### config.mk
export PLATFORM = sky130hd
export DESIGN_NAME = bcd_down_timer_flat
export DESIGN_NICKNAME = d
export VERILOG_FILES = /design/src/rtl/bcd_down_timer_if.sv /design/src/rtl/bcd_down_timer.sv /design/src/flat_wrapper.sv
export SDC_FILE = /design/constraint.sdc
export NUM_CORES = 1
export LEC_CHECK = 0
export ABC_AREA = 1
export CELL_PAD_IN_SITES_DETAIL_PLACEMENT = 2
export CELL_PAD_IN_SITES_GLOBAL_PLACEMENT = 2
export CORE_ASPECT_RATIO = 0.9
export CORE_MARGIN = 4
export CORE_UTILIZATION = 25
export CTS_CLUSTER_DIAMETER = 100
export DETAILED_ROUTE_END_ITERATION = 10
export HOLD_SLACK_MARGIN = 0.15
export PLACE_DENSITY = 0.87
export SYNTH_ARGS = -nofsm -noshare
export SYNTH_HDL_FRONTEND = slang
export SYNTH_SLANG_ARGS = --single-unit
export TNS_END_PERCENT = 30
### constraint.sdc
create_clock -name CP -period 1.9 [get_ports CP]
set_clock_uncertainty 0.05 [all_clocks]
set_input_delay 0.57 -clock CP [delete_from_list [all_inputs] [get_ports CP]]
set_output_delay 0.57 -clock CP [all_outputs]
set_load 0.005 [all_outputs]
### src/rtl/bcd_down_timer_if.sv
// Control, preset and status bundle for bcd_down_timer.
// The master side drives tick/load/start/pause and the preset; the slave side returns the count.
interface bcd_down_timer_if;
    logic       tick;
    logic       load;
    logic       start;
    logic       pause;
    logic [7:0] D_min;
    logic [7:0] D_sec;
    logic [7:0] Q_min;
    logic [7:0] Q_sec;
    logic [1:0] state;
    logic       done;
    logic       Bo;

    modport master (
        output tick, load, start, pause, D_min, D_sec,
        input  Q_min, Q_sec, state, done, Bo
    );

    modport slave (
        input  tick, load, start, pause, D_min, D_sec,
        output Q_min, Q_sec, state, done, Bo
    );
endinterface

### src/rtl/bcd_down_timer.sv
// MM:SS BCD countdown timer, one decrement per tick strobe, with done pulse and zero flag.
// Define BCD_DOWN_TIMER_AUTORELOAD_EN to reload the last preset on the tick after expiry.
module bcd_down_timer #(
    parameter int unsigned SEC_TENS_MAX = 5,
    parameter int unsigned MIN_TENS_MAX = 9
) (
    input  logic             CP,
    input  logic             CR,
    bcd_down_timer_if.slave  bus
);

    localparam logic [3:0] SecTensLim = SEC_TENS_MAX[3:0];
    localparam logic [3:0] MinTensLim = MIN_TENS_MAX[3:0];
    localparam logic [3:0] OnesLim    = 4'd9;

    typedef enum logic [1:0] {
        StIdle  = 2'b00,
        StRun   = 2'b01,
        StPause = 2'b10,
        StDone  = 2'b11
    } state_e;

    state_e      state_q, state_d;
    logic [15:0] count_q, count_d;
    logic        done_q, done_d;
    logic [15:0] preset_clamped;
    logic [15:0] count_dec;
    logic        is_zero;

`ifdef BCD_DOWN_TIMER_AUTORELOAD_EN
    logic [15:0] preset_q, preset_d;
`endif

    function automatic logic [3:0] clamp_digit(input logic [3:0] d, input logic [3:0] lim);
        return (d > lim) ? lim : d;
    endfunction

    // Borrow ripples from seconds-ones up; only ever applied to a non-zero count.
    function automatic logic [15:0] bcd_dec(input logic [15:0] v);
        logic [3:0] mt, mo, st, so;
        {mt, mo, st, so} = v;
        if (so != 4'd0) begin
            so = so - 4'd1;
        end else begin
            so = OnesLim;
            if (st != 4'd0) begin
                st = st - 4'd1;
            end else begin
                st = SecTensLim;
                if (mo != 4'd0) begin
                    mo = mo - 4'd1;
                end else begin
                    mo = OnesLim;
                    mt = mt - 4'd1;
                end
            end
        end
        return {mt, mo, st, so};
    endfunction

    assign preset_clamped = {clamp_digit(bus.D_min[7:4], MinTensLim),
                             clamp_digit(bus.D_min[3:0], OnesLim),
                             clamp_digit(bus.D_sec[7:4], SecTensLim),
                             clamp_digit(bus.D_sec[3:0], OnesLim)};
    assign count_dec = bcd_dec(count_q);
    assign is_zero   = (count_q == 16'h0000);

    always_comb begin
        state_d = state_q;
        count_d = count_q;
        done_d  = 1'b0;
`ifdef BCD_DOWN_TIMER_AUTORELOAD_EN
        preset_d = preset_q;
`endif
        if (bus.load) begin
            count_d = preset_clamped;
            state_d = StIdle;
`ifdef BCD_DOWN_TIMER_AUTORELOAD_EN
            preset_d = preset_clamped;
`endif
        end else begin
            unique case (state_q)
                StIdle: begin
                    if (bus.start && !bus.pause && !is_zero) state_d = StRun;
                end
                StRun: begin
                    if (bus.pause) begin
                        state_d = StPause;
                    end else if (bus.tick) begin
`ifdef BCD_DOWN_TIMER_AUTORELOAD_EN
                        count_d = is_zero ? preset_q : count_dec;
                        done_d  = (count_d == 16'h0000);
`else
                        count_d = count_dec;
                        if (count_d == 16'h0000) begin
                            done_d  = 1'b1;
                            state_d = StDone;
                        end
`endif
                    end
                end
                StPause: begin
                    if (bus.start && !bus.pause) state_d = StRun;
                end
                StDone: ;
                default: state_d = StIdle;
            endcase
        end
    end

    always_ff @(posedge CP or posedge CR) begin
        if (CR) begin
            state_q <= StIdle;
            count_q <= 16'h0000;
            done_q  <= 1'b0;
        end else begin
            state_q <= state_d;
            count_q <= count_d;
            done_q  <= done_d;
        end
    end

`ifdef BCD_DOWN_TIMER_AUTORELOAD_EN
    always_ff @(posedge CP or posedge CR) begin
        if (CR) preset_q <= 16'h0000;
        else    preset_q <= preset_d;
    end
`endif

    assign bus.Q_min = count_q[15:8];
    assign bus.Q_sec = count_q[7:0];
    assign bus.state = state_q;
    assign bus.done  = done_q;
    assign bus.Bo    = is_zero;

endmodule

### src/flat_wrapper.sv
// flat-port wrapper written by rule: the top's interface ports become plain ports
module bcd_down_timer_flat 
#(
    parameter int unsigned SEC_TENS_MAX = 5,
    parameter int unsigned MIN_TENS_MAX = 9
)
  (CP, CR, bus_tick, bus_load, bus_start, bus_pause, bus_D_min, bus_D_sec, bus_Q_min, bus_Q_sec, bus_state, bus_done, bus_Bo);
  bcd_down_timer_if bus_i ();
  input  logic CP;
  input  logic CR;
  input wire logic [$bits(bus_i.tick)-1:0] bus_tick;
  input wire logic [$bits(bus_i.load)-1:0] bus_load;
  input wire logic [$bits(bus_i.start)-1:0] bus_start;
  input wire logic [$bits(bus_i.pause)-1:0] bus_pause;
  input wire logic [$bits(bus_i.D_min)-1:0] bus_D_min;
  input wire logic [$bits(bus_i.D_sec)-1:0] bus_D_sec;
  output wire logic [$bits(bus_i.Q_min)-1:0] bus_Q_min;
  output wire logic [$bits(bus_i.Q_sec)-1:0] bus_Q_sec;
  output wire logic [$bits(bus_i.state)-1:0] bus_state;
  output wire logic [$bits(bus_i.done)-1:0] bus_done;
  output wire logic [$bits(bus_i.Bo)-1:0] bus_Bo;
  assign bus_i.tick = bus_tick;
  assign bus_i.load = bus_load;
  assign bus_i.start = bus_start;
  assign bus_i.pause = bus_pause;
  assign bus_i.D_min = bus_D_min;
  assign bus_i.D_sec = bus_D_sec;
  assign bus_Q_min = bus_i.Q_min;
  assign bus_Q_sec = bus_i.Q_sec;
  assign bus_state = bus_i.state;
  assign bus_done = bus_i.done;
  assign bus_Bo = bus_i.Bo;
  bcd_down_timer #(.SEC_TENS_MAX(SEC_TENS_MAX), .MIN_TENS_MAX(MIN_TENS_MAX)) u_core (.CP(CP), .CR(CR), .bus(bus_i));
endmodule
Word-level counts from Yosys, hierarchy flattened:

Cells that the tools add are included.

* register bits after elaboration: 19
* bits in latches: 0
* memory bits (writable): 0
* ROM bits: 0
* input port bits: 22
* output and inout port bits: 20
* logic and storage cells: 62
* memories: 0

* add/subtract/negate cells: 4
* $mul: 0
* divide/modulo/power cells: 0
* $lt $le $gt $ge: 4
* eq/ne operators: 7
* shift operators: 0
* mux-type cells: 29
* bitwise gates (word level): 0
* reductions and logical operators: 15

Operator list (count)
* 2-to-1 mux 16 bit: 4
* 2-to-1 mux 4 bit: 13
* logical NOT 16 bit: 2
* nonzero test 4 bit: 4
* subtractor 4 x 1 -> 4 bit (second input constant): 4
* > comparator 4 bit (second input constant): 3
* 2-to-1 mux 2 bit: 6
* inequality test 3 x 2 -> 1 bit (second input constant): 2
* one-hot mux 2 bit (3 select lines): 1
* 2-to-1 mux 1 bit: 5
* AND reduction 5 bit: 1
* > comparator 4 x 3 -> 1 bit (second input constant): 1
* inequality test 4 x 3 -> 1 bit (second input constant): 1
* inequality test 4 bit (second input constant): 1
* nonzero test 2 bit: 2
* AND reduction 3 bit: 1
* == test 2 x 1 -> 1 bit (second input constant): 1
* == test 2 bit (second input constant): 1
* logical AND 1 bit: 2
* logical NOT 1 bit: 2
* logical NOT 2 bit: 1
* inequality test 2 bit (second input constant): 1

Depth between registers and ports, before layout:

* depth in word-level cells: 10
* gate-level depth with buffers: 13
* gate-level depth less buffers: 13

Least setup slack after synthesis:

No wires, ideal clock.

* kind: register -> output
* start: register u_core.count_q[0]
* end: output port bus_Bo
* arrival: 1.021 ns
* required time: 1.280 ns
* setup slack: 0.259 ns
* cell stages (with the launch flop): 6
* cells stage by stage: dfrtp_1 -> nor2_2 -> nand2_4 -> nor2_8 -> nand2_4 -> nor2_1

* longest elaborated chain between the ends: 1

Ends and longest elaborated chain
* from (decl): line bcd_down_timer.sv:24 `logic [15:0] count_q, count_d;`
* from (signal assigned): line bcd_down_timer.sv:118 `count_q <= count_d;`
* logical NOT 16 bit: line bcd_down_timer.sv:66 `assign is_zero = (count_q == 16'h0000);`
* to (decl): line flat_wrapper.sv:21 `output wire logic [$bits(bus_i.Bo)-1:0] bus_Bo;`

Every way passes these cells.

Final worst setup path:

* start: register u_core.count_q[12]
* end: output port bus_Bo

Same word-level chain as after synthesis.

==> impl_metrics.py <==
metrics = {
    "run_status": {
        "status": "complete, but fails checks",
        "failed_checks": "negative setup slack",
    },
    "place": {
        "routabilityCongestion": 0.806,
        "dpl_cell_area_mm2": 0.00213,
        "hpwl_mm": 5.20,
        "port_buffers": 41,
        "dp_cells": 333,
        "pre_cts_slack_ps": -371,
    },
    "layout": {
        "antennaDiodeCount": 0,
        "syn2layout_area_growth_pct": 90.2,
        "drive_gt1_share_pct": 41.9,
        "final_area_mm2": 0.00253,
        "fill_cells": 569,
        "multiInputGateArea_um2": 912,
        "stdcell_count": 354,
        "nets": 314,
        "seq_area_um2": 475,
        "finish.utilization_pct": 50.9,
    },
    "pwr": {
        "switching_power_mw": 0.614,
        "p_comb_share_pct": 48.5,
        "clkPwrFrac_pct": 19.9,
        "peakVddDrop_v": 0.000317,
        "p_leak_nw": 1.33,
        "p_int_mw": 0.960,
        "seqPwrFrac_pct": 31.6,
        "p_sw_share_pct": 39.0,
        "power_density_mw_per_mm2": 621,
    },
    "critical_path": {
        "critPathMaxFanout": 2,
        "path_class": "flip-flop to output pin",
        "reg2reg_to": "u_core.bus.state[1]",
        "cp.arrival_ps": 1450,
        "worstSetupStartpoint": "u_core.count_q[12]",
        "r2r_slack_ps": -80,
        "cp-endpoint": "bus_Bo",
        "rr_worst_depth": 11,
        "critPathLaunchType": "flip-flop",
        "crit_required_ps": 1280,
        "r2r_start": "u_core.count_q[3]",
        "crit_path_end_kind": "output pin",
    },
    "timing": {
        "max_freq_mhz": 483,
        "finalSetupViolCount": 4,
        "maxSlewViolCount": 0,
        "fin_crit_sh_pct": 109,
        "worst_slack_ps": -169,
        "hold_viol_final": 0,
        "whs_ps": 556,
        "rsz0062_at_grt": "yes",
        "relSlewSlack_pct": 69.9,
        "min_period_ps": 2070,
        "worst_slew_pin_slew_ps": 449,
    },
    "routing": {
        "drt_iter0_markers": 65,
        "drc": 0,
        "first_pass_iters": 4,
        "viasPerCell": 5.20,
        "dr_total_vias": 1841,
        "wl_per_cell_um": 23.4,
        "ant_nets": 0,
        "wirelength_mm": 8.28,
    },
    "global_route": {
        "antenna_found_initial": 0,
        "grt_max_degree": 20,
        "track_usage_pct": 22.4,
        "overflow": 0,
        "grt_pass1_vias": 2105,
        "grt_first_pass_wirelength_mm": 11.3,
    },
    "clocking": {
        "clkSinkCount": 19,
        "clk_pin_slew_ps": 90,
        "clk_latency_ps": 270,
        "clock_path_buffers": 2,
        "cts-root-buf": "clkbuf_8",
        "cts_tree": "done",
        "cts_buffers": 3,
        "htreeDepth": 1,
        "cts-hold-fix-buffers": 0,
    },
    "floorplanning": {
        "start_util_pct": 26.7,
        "fp.dieArea_mm2": 0.00656,
        "die_w_um": 85.0,
        "rows": 24,
        "die_y_um": 77.3,
        "core_area_mm2": 0.00498,
        "design.portCount": 42,
    },
    "synth": {
        "yosysTopAreaCell": "dfrtp_1",
        "synth.most_common_cell": "nand2_1",
        "yosys.area_share.adder_pct": 1.88,
        "syn_inst": 188,
        "synth_top_family_by_area": "simple AND/OR/NAND/NOR gates",
        "synthArstFlopShare_pct": 100,
        "netlist.area_leader.share_pct": 35.7,
        "yosys.area_share.simple_pct": 33.3,
        "ys_warn_count": 0,
        "synth.cell_area_mm2": 0.00133,
        "synth_seq_cells": 19,
        "yosysSeqAreaShare_pct": 35.7,
        "syn-num-nets": 212,
        "synth_edf_count": 0,
        "syn_area_per_cell_um2": 7.09,
        "yosysUniqueCellTypes": 35,
        "synth_xor_area_share_pct": 0.657,
        "synthTopCellsByCount": "nand2_1 (42), inv_1 (26), dfrtp_1 (19)",
        "synth_mux_area_share_pct": 0,
        "netlist_top_cells_area": "dfrtp_1 (36%), nand2_1 (12%), inv_1 (7.3%)",
        "synth_flop_cell": "dfrtp_1",
        "synth-compound-area-share_pct": 18.8,
    },
    "min_path": {
        "hold_path_class": "flip-flop to flip-flop",
    },
    "flow_run": {
        "drv_cap": 0,
    },
}
[layout make-up]
class,count,share of cell area [%]
clock buffers,4,1.78
flip-flops and latches,19,18.8
multi-input cells,135,36.0
repair buffers,101,35.7
inverters,30,4.54
well taps,65,3.21
[power groups by stage]
stage	clock network (mW)	logic, mW	registers (mW)
after global placement	0	0.546	0.483
after detailed placement	0	0.587	0.488
final	0.313	0.763	0.497
after global routing	0.349	0.817	0.502
after CTS	0.312	0.623	0.490
after floorplan	0	0.211	0.506
[state kept, by name, summed over array words and instances, names as in the netlist]
signal	flops
u_core.bus.done	1
u_core.count_q	16
u_core.bus.state	2
[worst max-delay path, cell delays in order, from the launching register on]
cell	delay, ps
dfrtp_1	400
inv_2	100
ha_4	140
nor3b_4	240
inv_2	80
nor2_4	110
buf_2	110
[what timing repair did]
| action | 4_1_cts | 5_1_grt |
|---|---|---|
| pin swaps | 7 | 25 |
| buffers inserted | 6 | 12 |
| gates resized for setup | 32 | 62 |
| hold endpoints to repair | 0 | 0 |
| setup endpoints to repair | 16 | 19 |
[how the worst min path moves through the flow]
| stage | to | start | cells past startpoint | slack [ps] |
|---|---|---|---|---|
| 6_report | u_core.bus.state[1] | u_core.bus.state[1] | 2 | 560 |
| 5_1_grt | u_core.bus.state[1] | u_core.bus.state[1] | 2 | 600 |
| 4_1_cts | u_core.bus.state[1] | u_core.bus.state[1] | 2 | 540 |
| 3_5_place_dp | u_core.bus.state[1] | u_core.bus.state[1] | 2 | 520 |
| 3_3_place_gp | u_core.bus.state[1] | u_core.bus.state[1] | 2 | 480 |
| 2_1_floorplan | u_core.bus.done | CR | 1 | 470 |
[per-stage QoR]
step	setup TNS (ps)	power (mW)
floorplan	0	0.717
global route	-990	1.67
detailed placement	-4690	1.07
finish	-301	1.57
global placement	-1350	1.03
CTS	-106	1.43
[cell usage in the layout, fill, tap and decap left out, drive strengths merged, types with 3 or more instances in the layout]
cell	synthesis	final
a31oi	3	3
o211ai	3	3
inv	30	30
clkdlybuf4s50	0	23
o21ai	13	13
nor3	3	3
dlymetal6s2s	0	9
clkbuf	3	5
nand2	45	45
nor2	25	25
dlygate4sd2	0	7
buf	1	61
nand3	18	18
dfrtp	19	19
[cell families after synthesis]
family / Yosys count
xor+xnor: 1
flops: 19
compound gates: 37
simple gates: 95
buf+inv: 34
fa+ha+maj: 2
[per-layer routing]
| metal | share of wire [%] | wire [um] | vias to the layer above | GRT usage [%] |
|---|---|---|---|---|
| li1 | - | - | 832 | - |
| met1 | 41 | 3430 | 923 | 26.4 |
| met2 | 51 | 4250 | 63 | 39.1 |
| met3 | 4.4 | 366 | 23 | 3.64 |
| met4 | 2.8 | 233 | 0 | 10.3 |
| met5 | 0 | 0 | - | 0 |
No activity file was read; power rests on OpenSTA's default activity.
